## config.mk

```make
export PLATFORM = sky130hd
export DESIGN_NAME = weighted_rr_arbiter
export DESIGN_NICKNAME = d
export VERILOG_FILES = /design/src/rtl/weighted_rr_arbiter.sv
export SDC_FILE = /design/constraint.sdc
export NUM_CORES = 1
export LEC_CHECK = 0
export ABC_AREA = 1
export CORE_AREA = 5 5 60 62
export CTS_CLUSTER_DIAMETER = 200
export DETAILED_ROUTE_END_ITERATION = 7
export DIE_AREA = 0 0 65 67
export GPL_ROUTABILITY_DRIVEN = 0
export PLACE_DENSITY = 0.84
export RECOVER_POWER = 50
export SLEW_MARGIN = 20
export SYNTH_ARGS = -nofsm -noshare
export SYNTH_HDL_FRONTEND = slang
export SYNTH_SLANG_ARGS = --single-unit
```

## constraint.sdc

```tcl
create_clock -name clk -period 2.95 [get_ports clk]
set_input_delay 0.295 -clock clk [delete_from_list [all_inputs] [get_ports clk]]
set_output_delay 0.295 -clock clk [all_outputs]
set_load 0.005 [all_outputs]
```

## src/rtl/weighted_rr_arbiter.sv

```systemverilog
// Registered N-port weighted round-robin arbiter with grant lock and valid/ready handshake.
// Each grant is held for up to weight(port) accepted transfers, then priority rotates.

module wrrPortCell #(
    parameter int WEIGHTWIDTH = 4
) (
    input  logic                   req,
    input  logic                   masked,
    input  logic [WEIGHTWIDTH-1:0] rawWeight,
    output logic                   eligible,
    output logic [WEIGHTWIDTH-1:0] weight
);
    assign eligible = req & ~masked;
    // A zero weight would stall a grant with no credit, so it behaves as one transfer.
    assign weight   = (rawWeight == '0) ? WEIGHTWIDTH'(1) : rawWeight;
endmodule

module weighted_rr_arbiter #(
    parameter int PORTCOUNT     = 4,
    parameter int PORTADDRWIDTH = 2,
    parameter int WEIGHTWIDTH   = 4,
    parameter int ROUNDROBINEN  = 1
) (
    input  logic                             clk,
    input  logic                             async_rst,
    input  logic                             clk_en,
    input  logic [PORTCOUNT-1:0]             ReqVector,
    input  logic [PORTCOUNT-1:0]             ReqLock,
    input  logic [PORTCOUNT*WEIGHTWIDTH-1:0] PortWeights,
    input  logic                             GrantReady,
    output logic                             GrantValid,
    output logic [PORTADDRWIDTH-1:0]         GrantIndex,
    output logic [PORTCOUNT-1:0]             GrantOneHot
);
    localparam int AW = PORTADDRWIDTH;
    localparam int WW = WEIGHTWIDTH;

    typedef enum logic {IDLE, GRANT} state_t;

    typedef struct packed {
        logic          valid;
        logic [AW-1:0] index;
        logic [WW-1:0] credit;
        logic [AW-1:0] prio;
    } grantReg_t;

    state_t    state, stateNext;
    grantReg_t grantQ, grantD;

    logic [PORTCOUNT-1:0][WW-1:0] rawWeights;
    logic [PORTCOUNT-1:0][WW-1:0] effWeights;
    logic [PORTCOUNT-1:0]         selMask;
    logic [PORTCOUNT-1:0]         selReq;
    logic [PORTCOUNT-1:0]         curOneHot;
    logic [AW-1:0]                selBase;
    logic [AW-1:0]                selIdx;
    logic [AW-1:0]                wrapIndex;
    logic                         selFound;
    logic                         curReq;
    logic                         locked;
    logic                         transfer;
    logic                         releaseNow;
    logic                         loadNow;

    assign rawWeights = PortWeights;

    genvar gi;
    generate
        for (gi = 0; gi < PORTCOUNT; gi++) begin : gPort
            wrrPortCell #(.WEIGHTWIDTH(WW)) uCell (
                .req       (ReqVector[gi]),
                .masked    (selMask[gi]),
                .rawWeight (rawWeights[gi]),
                .eligible  (selReq[gi]),
                .weight    (effWeights[gi])
            );
        end
    endgenerate

    // Current-grant bookkeeping; clk_en gating lives in the register, so transfer ignores it here.
    always_comb begin
        curOneHot  = PORTCOUNT'(1) << grantQ.index;
        curReq     = ReqVector[grantQ.index];
        locked     = ReqLock[grantQ.index];
        transfer   = grantQ.valid & GrantReady;
        wrapIndex  = (grantQ.index == AW'(PORTCOUNT - 1)) ? '0 : grantQ.index + AW'(1);
        releaseNow = (state == GRANT) &&
                     (!curReq || (transfer && !locked && grantQ.credit <= WW'(1)));
    end

    // In GRANT the selector only matters on release: start after the released port and skip it.
    always_comb begin
        selMask = '0;
        selBase = '0;
        if (state == GRANT) begin
            selMask = curOneHot;
            if (ROUNDROBINEN != 0) selBase = wrapIndex;
        end else if (ROUNDROBINEN != 0) begin
            selBase = grantQ.prio;
        end
    end

    // Cyclic first-set scan from selBase; wraps at PORTCOUNT-1 so unused codes never appear.
    always_comb begin
        logic [AW:0] p;
        p        = '0;
        selFound = 1'b0;
        selIdx   = '0;
        for (int k = PORTCOUNT - 1; k >= 0; k--) begin
            p = {1'b0, selBase} + (AW+1)'(k);
            if (p >= (AW+1)'(PORTCOUNT)) p = p - (AW+1)'(PORTCOUNT);
            if (selReq[p[AW-1:0]]) begin
                selFound = 1'b1;
                selIdx   = p[AW-1:0];
            end
        end
    end

    always_comb begin
        stateNext = state;
        grantD    = grantQ;
        loadNow   = 1'b0;
        unique case (state)
            IDLE: loadNow = selFound;
            GRANT: begin
                if (releaseNow) begin
                    grantD.prio = wrapIndex;
                    if (selFound) begin
                        loadNow = 1'b1;
                    end else begin
                        stateNext    = IDLE;
                        grantD.valid = 1'b0;
                    end
                end else if (transfer) begin
                    if (locked)
                        grantD.credit = (grantQ.credit == '0) ? WW'(1) : grantQ.credit;
                    else
                        grantD.credit = grantQ.credit - WW'(1);
                end
            end
            default: stateNext = IDLE;
        endcase
        if (loadNow) begin
            stateNext     = GRANT;
            grantD.valid  = 1'b1;
            grantD.index  = selIdx;
            grantD.credit = effWeights[selIdx];
        end
    end

    always_ff @(posedge clk or posedge async_rst) begin
        if (async_rst) begin
            state  <= IDLE;
            grantQ <= '0;
        end else if (clk_en) begin
            state  <= stateNext;
            grantQ <= grantD;
        end
    end

    assign GrantValid  = grantQ.valid;
    assign GrantIndex  = grantQ.index;
    assign GrantOneHot = grantQ.valid ? curOneHot : '0;

endmodule
```

Word level (Yosys, flattened, before mapping)

Index checks and enable logic that the tools add are counted.

Flip-flop bits (word level): 10
Bits of input ports: 28
Output and inout bits: 7
Word-level logic and storage cells: 108

Add/sub/neg operators: 9
Magnitude comparators: 11
Equal/unequal tests: 4
Shift operators: 1
Mux-type cells: 50
Bitwise operators: 10
Reductions and logical operators: 18

Operators by type and width:

| kind                                                                                 | count |
|---|---|
| 4-bit two-way mux                                                                    | 11 |
| 2-bit two-way mux                                                                    | 11 |
| 4-bit logical NOT                                                                    | 5 |
| 2-bit by 3-bit less-than comparator with 1-bit output (second input constant)        | 6 |
| 1-bit two-way mux                                                                    | 18 |
| 1-bit binary-select mux with 2-bit select                                            | 6 |
| 3-bit greater-or-equal comparator (second input constant)                            | 3 |
| 4-bit binary-select mux with 2-bit select                                            | 1 |
| 2-bit by 1-bit subtractor with 2-bit output (second input constant)                  | 4 |
| 7-bit two-way mux                                                                    | 1 |
| 2-bit by 2-bit adder with 3-bit output (second input constant)                       | 2 |
| 6-bit two-way mux                                                                    | 1 |
| 2-bit nonzero test                                                                   | 3 |
| 1-bit AND                                                                            | 5 |
| 1-bit inverter                                                                       | 5 |
| 5-bit AND reduction                                                                  | 1 |
| 4-bit by 1-bit less-or-equal comparator with 1-bit output (second input constant)    | 1 |
| 2-bit by 1-bit != test with 1-bit output (second input constant)                     | 2 |
| 4-bit AND reduction                                                                  | 1 |
| 1-bit by 2-bit << shifter with 4-bit output (first input constant)                   | 1 |
| 4-bit by 1-bit subtractor with 4-bit output (second input constant)                  | 1 |
| 2-bit by 1-bit adder with 3-bit output (second input constant)                       | 1 |
| 2-bit by 3-bit greater-or-equal comparator with 1-bit output (second input constant) | 1 |
| 1-bit logical AND                                                                    | 3 |
| 8 further kinds                                                                      | 9 |

Longest topological paths before layout

Word-level depth: 17
Gate-level depth with buffers: 18
Gate-level depth less buffers: 18

Modules after synthesis

From an unflattened synthesis, not the netlist that was laid out.

Cells, all modules: 264
Area total of the unflattened synthesis: 1,512.7 sq um

Modules (own cells, without submodules):

| module              | times used | cells an instance | area an instance (sq um) | sequential area each (sq um) |
|---|---|---|---|---|
| weighted_rr_arbiter | 1          | 224               | 1,362.6                  | 250.2 |
| wrrPortCell         | 4          | 10                | 37.5                     | 0.0 |

Worst setup path before layout

No wires, ideal clock.

Kind: reg-to-reg
From: register grantQ, in the netlist GrantIndex[0]
To: register grantQ[2] in the netlist's numbering
Library setup time: 116 ps
Arrival time: 1,930 ps
Required time: 2,834 ps
Path slack: 904 ps
Stages on the path, launching flop included: 17
Path buffers: 0
Clock period less this slack: 2,046 ps
Path through: dfrtp_1 > inv_2 > ha_1 > nand2_1 > o21ai_0 > nand2_1 > nand2_1 > nand2_1 > nand3_2 > nand2_2 > nand2_4 > nand2_4 > nand2_1 > nand3_1 > nand3_1 > nand2_1 > nand2_1

Word-level cells in the longest chain between the ends: 17
Elaborated cells on any way between the ends: 70
Classes of those cells: add/sub (8); order compare (4); eq/ne (3); shift (1); mux (37); bitwise (8); reduce/logical (9)

RTL lines:

| item                                                                                             | line | source |
|---|---|---|
| start: declaration                                                                               | 48   | `grantReg_t grantQ, grantD;` |
| start signal: assignment                                                                         | 157  | `grantQ <= grantD;` |
| 2-bit by 1-bit adder with 2-bit output or 2-bit equality test (tied branches)                    | 86   | `wrapIndex = (grantQ.index == AW'(PORTCOUNT - 1)) ? '0 : grantQ.index + AW'(1);` |
| 2-bit two-way mux *                                                                              | 86   |  |
| named net wrapIndex[1]                                                                           | 57   | `logic [AW-1:0] wrapIndex;` |
| 2-bit two-way mux *                                                                              | 95   | `if (state == GRANT) begin` |
| 2-bit by 2-bit adder with 3-bit output                                                           | 110  | `p = {1'b0, selBase} + (AW+1)'(k);` |
| 3-bit greater-or-equal comparator or 2-bit by 1-bit subtractor with 2-bit output (tied branches) | 111  | `if (p >= (AW+1)'(PORTCOUNT)) p = p - (AW+1)'(PORTCOUNT);` |
| 2-bit two-way mux                                                                                | 111  |  |
| 1-bit binary-select mux with 2-bit select                                                        | 112  | `if (selReq[p[AW-1:0]]) begin` |
| 1-bit two-way mux (implied by the code)                                                          | 112  |  |
| 1-bit two-way mux (4 in a row)                                                                   | 112  |  |
| 1-bit two-way mux                                                                                | 128  | `if (selFound) begin` |
| 1-bit two-way mux                                                                                | 126  | `if (releaseNow) begin` |
| 1-bit one-hot mux with 2 select lines                                                            | 123  | `unique case (state)` |
| 3-bit by 1-bit != test with 1-bit output (no line) (tied with other cells)                       | --   |  |
| 5-bit AND reduction (no line)                                                                    | --   |  |

Mark *: on every way through the listed nets, which the timed path passes. The rest lies on a longest branch. The select of a mux whose other input is x is not followed.
A chain may end at the register's enable or synchronous reset.

Final worst setup path

Ends and elaborated chain as after synthesis.

==> results.md <==
- Status: complete, no violations
- Cell area after placement: 1643 um^2
- Die Height: 67 um
- Max frequency: 412.7 MHz
- Startpoint types: flip-flop
- Max_cap viols: 0
- Cts repair resizes: 0
- Sequential share of the synthesized area: ~19%
- Setup-failing EPs final: 0
- Syn_nets: 251
- Vias in the first global route: between 1000 and 1500
- Final Max Tran Viols: 0
- Tcrit/Tclk final: 82.13%
- Final nets: between 200 and 300
- Design Area, Final: 1679 um^2
- Critical Path RT: 3.12 ns
- Syn avg cell area: 5.961 um^2
- CTS tree: yes
- Area contributors post-synth: nand2_1, dfrtp_1, nand3_1, inv_1, ha_1
- Antenna diode count: 0
- Die Wd: 65 um
- Data arrival, critical path: roughly 2.6 ns
- TNS Setup: 0 ns
- Post-synthesis instance total: 216
- Skew final: 0.004698 ns
- Number of CTS-inserted buffers: 3
- Post-DR wirelength/cell: 11.42 um
- Synth area leader: nand2_1
- Core area: 2978 um^2
- CTS Sinks: 10
- Flops & latches, synth: 10
- Final Hold Vio Count: 0
- Mapped Area: approximately 1300 um^2
- Worst-margin pin slew: around 0.49 ns
- Final core utilization: 56.39%
- Clock Tree Root: clkbuf_4
- Critical Path End Type: flip-flop
- Crit path time final: 2.423 ns
- H-Tree Depth: 1
- DRT Pass-1 Iters: 4
- Crit Path Category: reg2reg
- Max-slew headroom: 67.31%
- Hold slack: approximately 0.43 ns
- Largest net degree at the start of global routing: 16
- Unique masters post-synth: 25
- Layout cells sized above 1: 10.76%
- Total track usage: 15.85%
- WL final: 3.242 mm
- Top cell type's share of synthesized area: approximately a fifth
- Ys Warns: 0
- Clock Path Buffers: 2
- Clock-pin slew on the worst setup and hold paths: 0.07 ns
- Detailed-route DRC error count: 0
- Clock Latency Late Sink: 0.27 ns
- # port buffers: 34
- Die area: 4355 um^2
- RSZ-0062 raised after global routing: false
- Starting Density: 43.24%
- Via count: 1444
- Hold_buf cts: 0
- Overflow after GRT: 0
- First-pass GRT wire length: 5.561 mm
- Initial antenna violation count: 0
- Hold Crit Class: in2async
- Antenna viol nets, final: 0
- HPWL reported at the end of detailed placement: 2.655 mm
- Setup bufs post-CTS: 0
- Row count: 20
- Layout area overhead: 30.42%
- Vias per cell: 5.085
- Crit-path max FO: 10
- Top Ports: 35
- Drt first-iter violations: 76
-- synthesized netlist by cell type (all sizes together) --
master and count:
a31oi 4, nand2 82, nand3 36, ha 7, o211ai 2, nor3 2
or2 1, o21ai 12, nor2 8, a211o 1, xor2 1, a21oi 10
buf 3, dfrtp 10, inv 37
-- critical path, cell delays in order, from the launching register on --
cell     delay (ns)
dfrtp_1        0.52
inv_2          0.13
ha_1           0.35
nand2_1        0.07
o21ai_0        0.17
nand2_1        0.12
nand2_1        0.07
nand2_1        0.11
nand3_2        0.12
nand2_2        0.10
nand2_4        0.08
nand2_4        0.11
nand2_1        0.06
nand3_1        0.09
nand3_1        0.09
nand2_1        0.07
nand2_1        0.04
-- final timing paths --
path / from / endpoint / slack [ns] / depth (start not counted)
setup / recovery: GrantIndex[0]$_DFFE_PP0P_ / grantQ[2]$_DFFE_PP0P_ / 0.53 / 16
hold / removal: async_rst / grantQ[2]$_DFFE_PP0P_ / 0.43 / 2
setup reg to reg: GrantIndex[0]$_DFFE_PP0P_ / grantQ[2]$_DFFE_PP0P_ / 0.53 / 16
hold reg to reg: grantQ[3]$_DFFE_PP0P_ / grantQ[3]$_DFFE_PP0P_ / 0.55 / 2
max in group asynchronous: async_rst / state$_DFFE_PP0P_ / 2.23 / 2
min in group clk: grantQ[3]$_DFFE_PP0P_ / grantQ[3]$_DFFE_PP0P_ / 0.55 / 2
-- metrics by stage --
step / setup slack [ns] / std cells
floorplan: 0.9041 / 216
global placement: 0.6201 / 280
detailed placement: 0.5427 / 280
CTS: 0.5224 / 284
global route: 0.2445 / 284
finish: 0.5272 / 284
-- cell type report --
class / count / area (um^2)
repair buffers: 34 / 340.3
clock buffers: 4 / 36.28
flip-flops and latches: 10 / 250.2
fillers: 307 / 1299
multi-input cells: 166 / 872.1
well taps: 33 / 41.29
inverters: 37 / 138.9
-- layer usage --
| metal | up-vias | wire length [um] | global-route usage, % |
|---|---|---|---|
| li1 | 758 | - | - |
| met1 | 640 | 1434 | 19.68 |
| met2 | 42 | 1625 | 28.48 |
| met3 | 4 | 157 | 2.698 |
| met4 | 0 | 24 | 3.430 |
| met5 | - | 0 | 0 |
-- cell usage in the layout (no fill, tap or decap), drive strengths merged --
cell type       n
a211o           1
a21oi          10
a31oi           4
clkbuf          4
clkdlybuf4s50  30
dfrtp          10
dlygate4sd3     4
ha              7
inv            37
nand2          82
nand3          36
nor2            8
nor3            2
o211ai          2
o21ai          12
or2             1
xor2            1
-- sequential cells by signal (all words and copies together) (netlist names) --
signal,cells
GrantIndex,2
GrantValid,1
grantQ,6
state,1
-- cells by family (layout without fill, tap and decap cells) --
family,count (synthesis),after routing,share of synthesized area (%)
AOI/OAI and AO/OA,29,29,12.92
DFF,10,10,19.44
adders and majority gates,7,7,6.802
xor gates and xnor gates,1,1,0.6804
and+or+nand+nor,129,129,47.33
buffers and inverters,40,75,12.83
Power is left out: the tool's default activity adds up to more than one toggle a clock period on the data nets, which glitch-free logic cannot reach.
